**config.mk**
```make
export PLATFORM = sky130hd
export DESIGN_NAME = seg_scan_ctrl_flat
export DESIGN_NICKNAME = d
export VERILOG_FILES = /design/src/rtl/seg_scan_if.sv /design/src/rtl/seg_scan_ctrl.sv /design/src/flat_wrapper.sv
export SDC_FILE = /design/constraint.sdc
export NUM_CORES = 1
export LEC_CHECK = 0
export CAP_MARGIN = 20
export CORE_MARGIN = 2
export CORE_UTILIZATION = 35
export DETAILED_ROUTE_END_ITERATION = 8
export SLEW_MARGIN = 25
export SYNTH_ARGS = -nofsm -noshare
export SYNTH_HDL_FRONTEND = slang
export SYNTH_SLANG_ARGS = --single-unit
```
**constraint.sdc**
```tcl
create_clock -name clk -period 5.1 [get_ports clk]
set_input_delay 0.765 -clock clk [delete_from_list [all_inputs] [get_ports clk]]
set_output_delay 0.765 -clock clk [all_outputs]
set_load 0.03 [all_outputs]
```
**src/rtl/seg_scan_if.sv**
```systemverilog
// seg_scan_if: load/display bus between frequency logic and the scan controller
interface seg_scan_if #(parameter int DIGITS = 4);
  logic load;
  logic [4*DIGITS-1:0] bcd_in;
  logic ovf_in;
  logic [3:0] dig_code;
  logic [DIGITS-1:0] an;
  logic frame_done;
  logic pending;
  modport master(output load, bcd_in, ovf_in, input dig_code, an, frame_done, pending);
  modport slave(input load, bcd_in, ovf_in, output dig_code, an, frame_done, pending);
endinterface

```
**src/rtl/seg_scan_ctrl.sv**
```systemverilog
// seg_scan_ctrl: time-multiplexed 7-segment scan with shadowed value, blanking and guard cycles
module seg_scan_ctrl #(
  parameter int DIGITS = 4,
  parameter int CLK_DIV = 50000,
  parameter int GUARD = 8,
  parameter int BLANK_LZ = 1
) (
  input logic clk,
  input logic rst,
  seg_scan_if.slave bus
);
  localparam int PW = $clog2(CLK_DIV);
  localparam int IW = DIGITS > 1 ? $clog2(DIGITS) : 1;
  localparam int GW = $clog2(GUARD + 2);
  localparam int DW = 4 * DIGITS;
  localparam logic [PW-1:0] PMAX = PW'(CLK_DIV - 1);
  localparam logic [IW-1:0] IMAX = IW'(DIGITS - 1);
  localparam logic [GW-1:0] GLOAD = GW'(GUARD);
  logic [PW-1:0] pcnt;
  logic [IW-1:0] idx;
  logic [GW-1:0] gcnt;
  logic [DW-1:0] shadow, disp;
  logic shadow_ovf, disp_ovf;
  logic tick, boundary, blank;
  logic [3:0] nib, code;
  logic [DIGITS-1:0] lz;
  assign tick = pcnt == PMAX;
  assign boundary = tick && idx == IMAX;
  assign nib = disp[4*idx +: 4];
  assign code = (disp_ovf || nib > 4'd9) ? 4'd10 : nib;
  for (genvar g = 0; g < DIGITS; g++) begin : g_lz
    assign lz[g] = ~|disp[DW-1:4*g];
  end
  assign blank = BLANK_LZ != 0 && !disp_ovf && idx != '0 && lz[idx];
  always_ff @(posedge clk) begin
    if (rst) begin
      pcnt <= '0;
      idx <= '0;
      gcnt <= GLOAD;
      shadow <= '0;
      shadow_ovf <= 1'b0;
      disp <= '0;
      disp_ovf <= 1'b0;
      bus.pending <= 1'b0;
      bus.an <= '1;
      bus.dig_code <= '0;
      bus.frame_done <= 1'b0;
    end else begin
      pcnt <= tick ? '0 : pcnt + 1'b1;
      idx <= tick ? (idx == IMAX ? '0 : idx + 1'b1) : idx;
      gcnt <= tick ? GLOAD : (gcnt != '0 ? gcnt - 1'b1 : gcnt);
      if (boundary && bus.pending) begin
        disp <= shadow;
        disp_ovf <= shadow_ovf;
      end
      if (bus.load) begin
        shadow <= bus.bcd_in;
        shadow_ovf <= bus.ovf_in;
      end
      bus.pending <= bus.load || (bus.pending && !boundary);
      bus.frame_done <= boundary && bus.pending;
      bus.dig_code <= code;
      // the tick cycle also blanks so the anode is dark across the digit change
      bus.an <= (gcnt != '0 || tick || blank) ? '1 : ~(DIGITS'(1) << idx);
    end
  end
endmodule

```
**src/flat_wrapper.sv**
```systemverilog
// flat-port wrapper written by rule: the top's interface ports become plain ports
module seg_scan_ctrl_flat 
#(
  parameter int DIGITS = 4,
  parameter int CLK_DIV = 50000,
  parameter int GUARD = 8,
  parameter int BLANK_LZ = 1
)
  (clk, rst, bus_load, bus_bcd_in, bus_ovf_in, bus_dig_code, bus_an, bus_frame_done, bus_pending);
  seg_scan_if #(.DIGITS(DIGITS)) bus_i ();
  input logic clk;
  input logic rst;
  input wire logic [$bits(bus_i.load)-1:0] bus_load;
  input wire logic [$bits(bus_i.bcd_in)-1:0] bus_bcd_in;
  input wire logic [$bits(bus_i.ovf_in)-1:0] bus_ovf_in;
  output wire logic [$bits(bus_i.dig_code)-1:0] bus_dig_code;
  output wire logic [$bits(bus_i.an)-1:0] bus_an;
  output wire logic [$bits(bus_i.frame_done)-1:0] bus_frame_done;
  output wire logic [$bits(bus_i.pending)-1:0] bus_pending;
  assign bus_i.load = bus_load;
  assign bus_i.bcd_in = bus_bcd_in;
  assign bus_i.ovf_in = bus_ovf_in;
  assign bus_dig_code = bus_i.dig_code;
  assign bus_an = bus_i.an;
  assign bus_frame_done = bus_i.frame_done;
  assign bus_pending = bus_i.pending;
  seg_scan_ctrl #(.DIGITS(DIGITS), .CLK_DIV(CLK_DIV), .GUARD(GUARD), .BLANK_LZ(BLANK_LZ)) u_core (.clk(clk), .rst(rst), .bus(bus_i));
endmodule
```
==> results.sh <==
export IMPL_first_pass_iters=4
export IMPL_postRouteAntennaNets=0
export IMPL_peakVddDrop_v=0.0001200
export IMPL_grt_pass1_vias=2026
export IMPL_dieArea_sq_um=8672
export IMPL_tns_ns=0
export IMPL_power_leakage_nw=1.202
export IMPL_critical_path_top_delay_family="buffers and inverters"
export IMPL_grt_pass1_wl_um=9604
export IMPL_startpoint_type="flop"
export IMPL_yosysWarningCount=0
export IMPL_ys_seq_area_share_pct=47.52
export IMPL_worstPathCellList="clkdlybuf4s50_1"
export IMPL_fin_nets=349
export IMPL_regToRegStartpoint="u_core.pcnt[5]"
export IMPL_io_buffers=29
export IMPL_worst_setup_path_type="flop to primary output"
export IMPL_period_needed_ns=2.167
export IMPL_area_delta_synth_final_pct=19.85
export IMPL_maxCapViolCount=0
export IMPL_clock_latency_ns=0.33
export IMPL_p_int_uw=856.1
export IMPL_finalSetupViolations=0
export IMPL_syn_inst=297
export IMPL_syn_nets=324
export IMPL_setup_worst_path_end="bus_pending"
export IMPL_synth_area_per_cell_sq_um=9.361
export IMPL_grt_max_degree=44
export IMPL_rsz0062_at_grt="false"
export IMPL_outcome="completed"
export IMPL_ff2ff_path_depth=4
export IMPL_p_comb_share_pct=9.4
export IMPL_clkTransAtPathRegs_ns=0.06
export IMPL_finalMaxSlewViolations=0
export IMPL_die_x_um=93.13
export IMPL_rows=32
export IMPL_power_density_nw_per_um2=331.6
export IMPL_rr_endpoint="u_core.disp[10]"
export IMPL_fin_ws_ns=2.933
export IMPL_synth_seq_cells=66
export IMPL_cts_tree="done"
export IMPL_drive_gt1_share_pct=8.282
export IMPL_htreeDepth=3
export IMPL_fin_hold_ws_ns=0.4692
export IMPL_hp_class="flop to flop"
export IMPL_hold_viol_final=0
export IMPL_floorplan_initialDensity_pct=35.98
export IMPL_power_switching_uw=248.6
export IMPL_post_place_ws_ns=2.662
export IMPL_place_gp_congestion=0.7553
export IMPL_drc_errors=0
export IMPL_fmax_ghz=0.4615
export IMPL_cts_root_buf="clkbuf_8"
export IMPL_p_total_mw=1.105
export IMPL_slew_headroom_pct=43.09
export IMPL_num_antenna_cells=0
export IMPL_grt_use_total_pct=13.96
export IMPL_vias=2162
export IMPL_io_pins=30
export IMPL_synth_edf_count=0
export IMPL_cts_buffer_depth=2
export IMPL_critPathSlowestCell="clkdlybuf4s50_1"
export IMPL_worstPathRequired_ns=4.34
export IMPL_netlist_area_sq_um=2780
export IMPL_dpl_hpwl_um=3782
export IMPL_worst_pin_slew_ns=0.8473
export IMPL_overflow=0
export IMPL_ys_flop_type="dfxtp_1"
export IMPL_swShare_pct=22.50
export IMPL_clock_skew_ns=0.006404
export IMPL_path_max_fanout=4
export IMPL_cts_buffers=9
export IMPL_p_clk_share_pct=40.0
export IMPL_cts_sinks=66
export IMPL_routedWlPerCell_um=12.86
export IMPL_post_cts_setup_buffers=0
export IMPL_core_sq_um=7727
export IMPL_postCtsHoldBufs=0
export IMPL_path_depth=1
export IMPL_cp_arrival_ns=1.40
export IMPL_cts_resized=0
export IMPL_drt_total_wl_um=5506
export IMPL_die_y_um=93.13
export IMPL_worstSetupEndpointType="primary output"
export IMPL_ys_types=32
export IMPL_synth_async_reset_ratio_pct=0
export IMPL_cp_num_buf_inv=1
export IMPL_antenna_found_initial=0
export IMPL_max_stage_delay_ns=0.69
export IMPL_vias_per_cell=5.051
export IMPL_r2r_setup_slack_ns=2.99
export IMPL_crit_start="u_core.bus.pending"
export IMPL_period_share_pct=42.49
export IMPL_p_seq_share_pct=50.6
export IMPL_first_iter_violations=100
==> final cells by class <==
type	count	area, sq um
clock buffer	13	168.9
clock inverter	2	35.03
fill	755	4395
inverter	11	41.29
multi-input combinational	203	1338
sequential	66	1321
tap	102	127.6
timing repair buffer	31	300.3
==> synthesized netlist by cell type (all sizes together), types with 3 or more instances <==
library cell / instances / area share, %
a21oi: 22 / 4.0
buf: 6 / 1.5
clkbuf: 11 / 1.5
dfxtp: 66 / 48
ha: 7 / 3.2
inv: 11 / 1.5
mux2i: 19 / 6.8
mux4: 4 / 3.2
nand2: 9 / 1.2
nand3: 7 / 1.3
nand4: 23 / 5.2
nor2: 47 / 6.3
nor3: 7 / 1.3
nor4: 7 / 2.1
o21ai: 22 / 4.0
or3: 3 / 0.68
xnor2: 10 / 3.2
xor2: 3 / 0.95
==> logic make-up (layout without fill, tap and decap cells) <==
family                   Yosys count  in the layout  synth area share, %
flip-flops                        66             66                47.52
buffers and inverters             28             57                4.455
XOR/XNOR                          13             13                4.095
AO/OA/AOI/OAI                     50             50                10.40
multiplexers                      23             23                10.08
AND/OR/NAND/NOR                  110            110                20.30
adder cells (fa/ha/maj)            7              7                3.150
==> through the flow <==
stage	instances	cell area [sq um]	util (%)
after CTS	427	3327	43.05
after detailed placement	412	3123	40.41
after global routing	428	3332	43.12
after floorplan	297	2780	-
after global placement	412	3123	40.41
final	428	3332	43.12
==> cells in the final DEF (no fill, tap or decap), types with 3 or more instances in the layout <==
master,instances
dfxtp_1,66
nor2_1,46
clkdlybuf4s50_1,28
nand4_1,23
a21oi_1,22
mux2i_1,19
o21ai_0,18
clkbuf_8,12
inv_1,11
xnor2_1,10
nand2_1,9
nand3_1,7
nor3_1,7
ha_1,7
nor4_1,6
mux4_2,4
o21ai_1,4
xor2_1,3
or3_1,3
==> sequential cells by signal (all words and copies together), names as in the netlist <==
name / count
u_core.bus.dig_code: 4
u_core.bus.an: 4
u_core.shadow: 16
u_core.pcnt: 16
u_core.disp: 16
u_core.disp_ovf: 1
u_core.shadow_ovf: 1
u_core.bus.pending: 1
u_core.gcnt: 4
u_core.idx: 2
u_core.bus.frame_done: 1
==> worst min-delay path by stage <==
stage	from	end	depth (start not counted)
3_3_place_gp	u_core.pcnt[0]	u_core.pcnt[0]	1
5_1_grt	u_core.shadow[0]	u_core.disp[0]	2
3_5_place_dp	u_core.pcnt[0]	u_core.pcnt[0]	1
2_1_floorplan	u_core.pcnt[0]	u_core.pcnt[0]	1
4_1_cts	u_core.pcnt[0]	u_core.pcnt[0]	1
6_report	u_core.pcnt[0]	u_core.pcnt[0]	1
==> power by group through the flow <==
stage / logic [mW] / clock network, mW / registers, mW
finish: 0.104 / 0.442 / 0.559
global route: 0.120 / 0.482 / 0.561
CTS: 0.106 / 0.458 / 0.559
detailed placement: 0.105 / 0 / 0.570
global placement: 0.102 / 0 / 0.569
floorplan: 0.0700 / 0 / 0.569
==> layer usage <==
layer / vias to the layer above / routed length, um / track usage [%] / part of all wire [%]
li1: 1109 / - / - / -
met1: 1005 / 2810 / 19.52 / 51
met2: 40 / 2406 / 20.29 / 44
met3: 8 / 200 / 3.707 / 3.6
met4: 0 / 88 / 5.882 / 1.6
met5: - / 0 / 0 / 0
No activity file was read; power rests on OpenSTA's default activity.
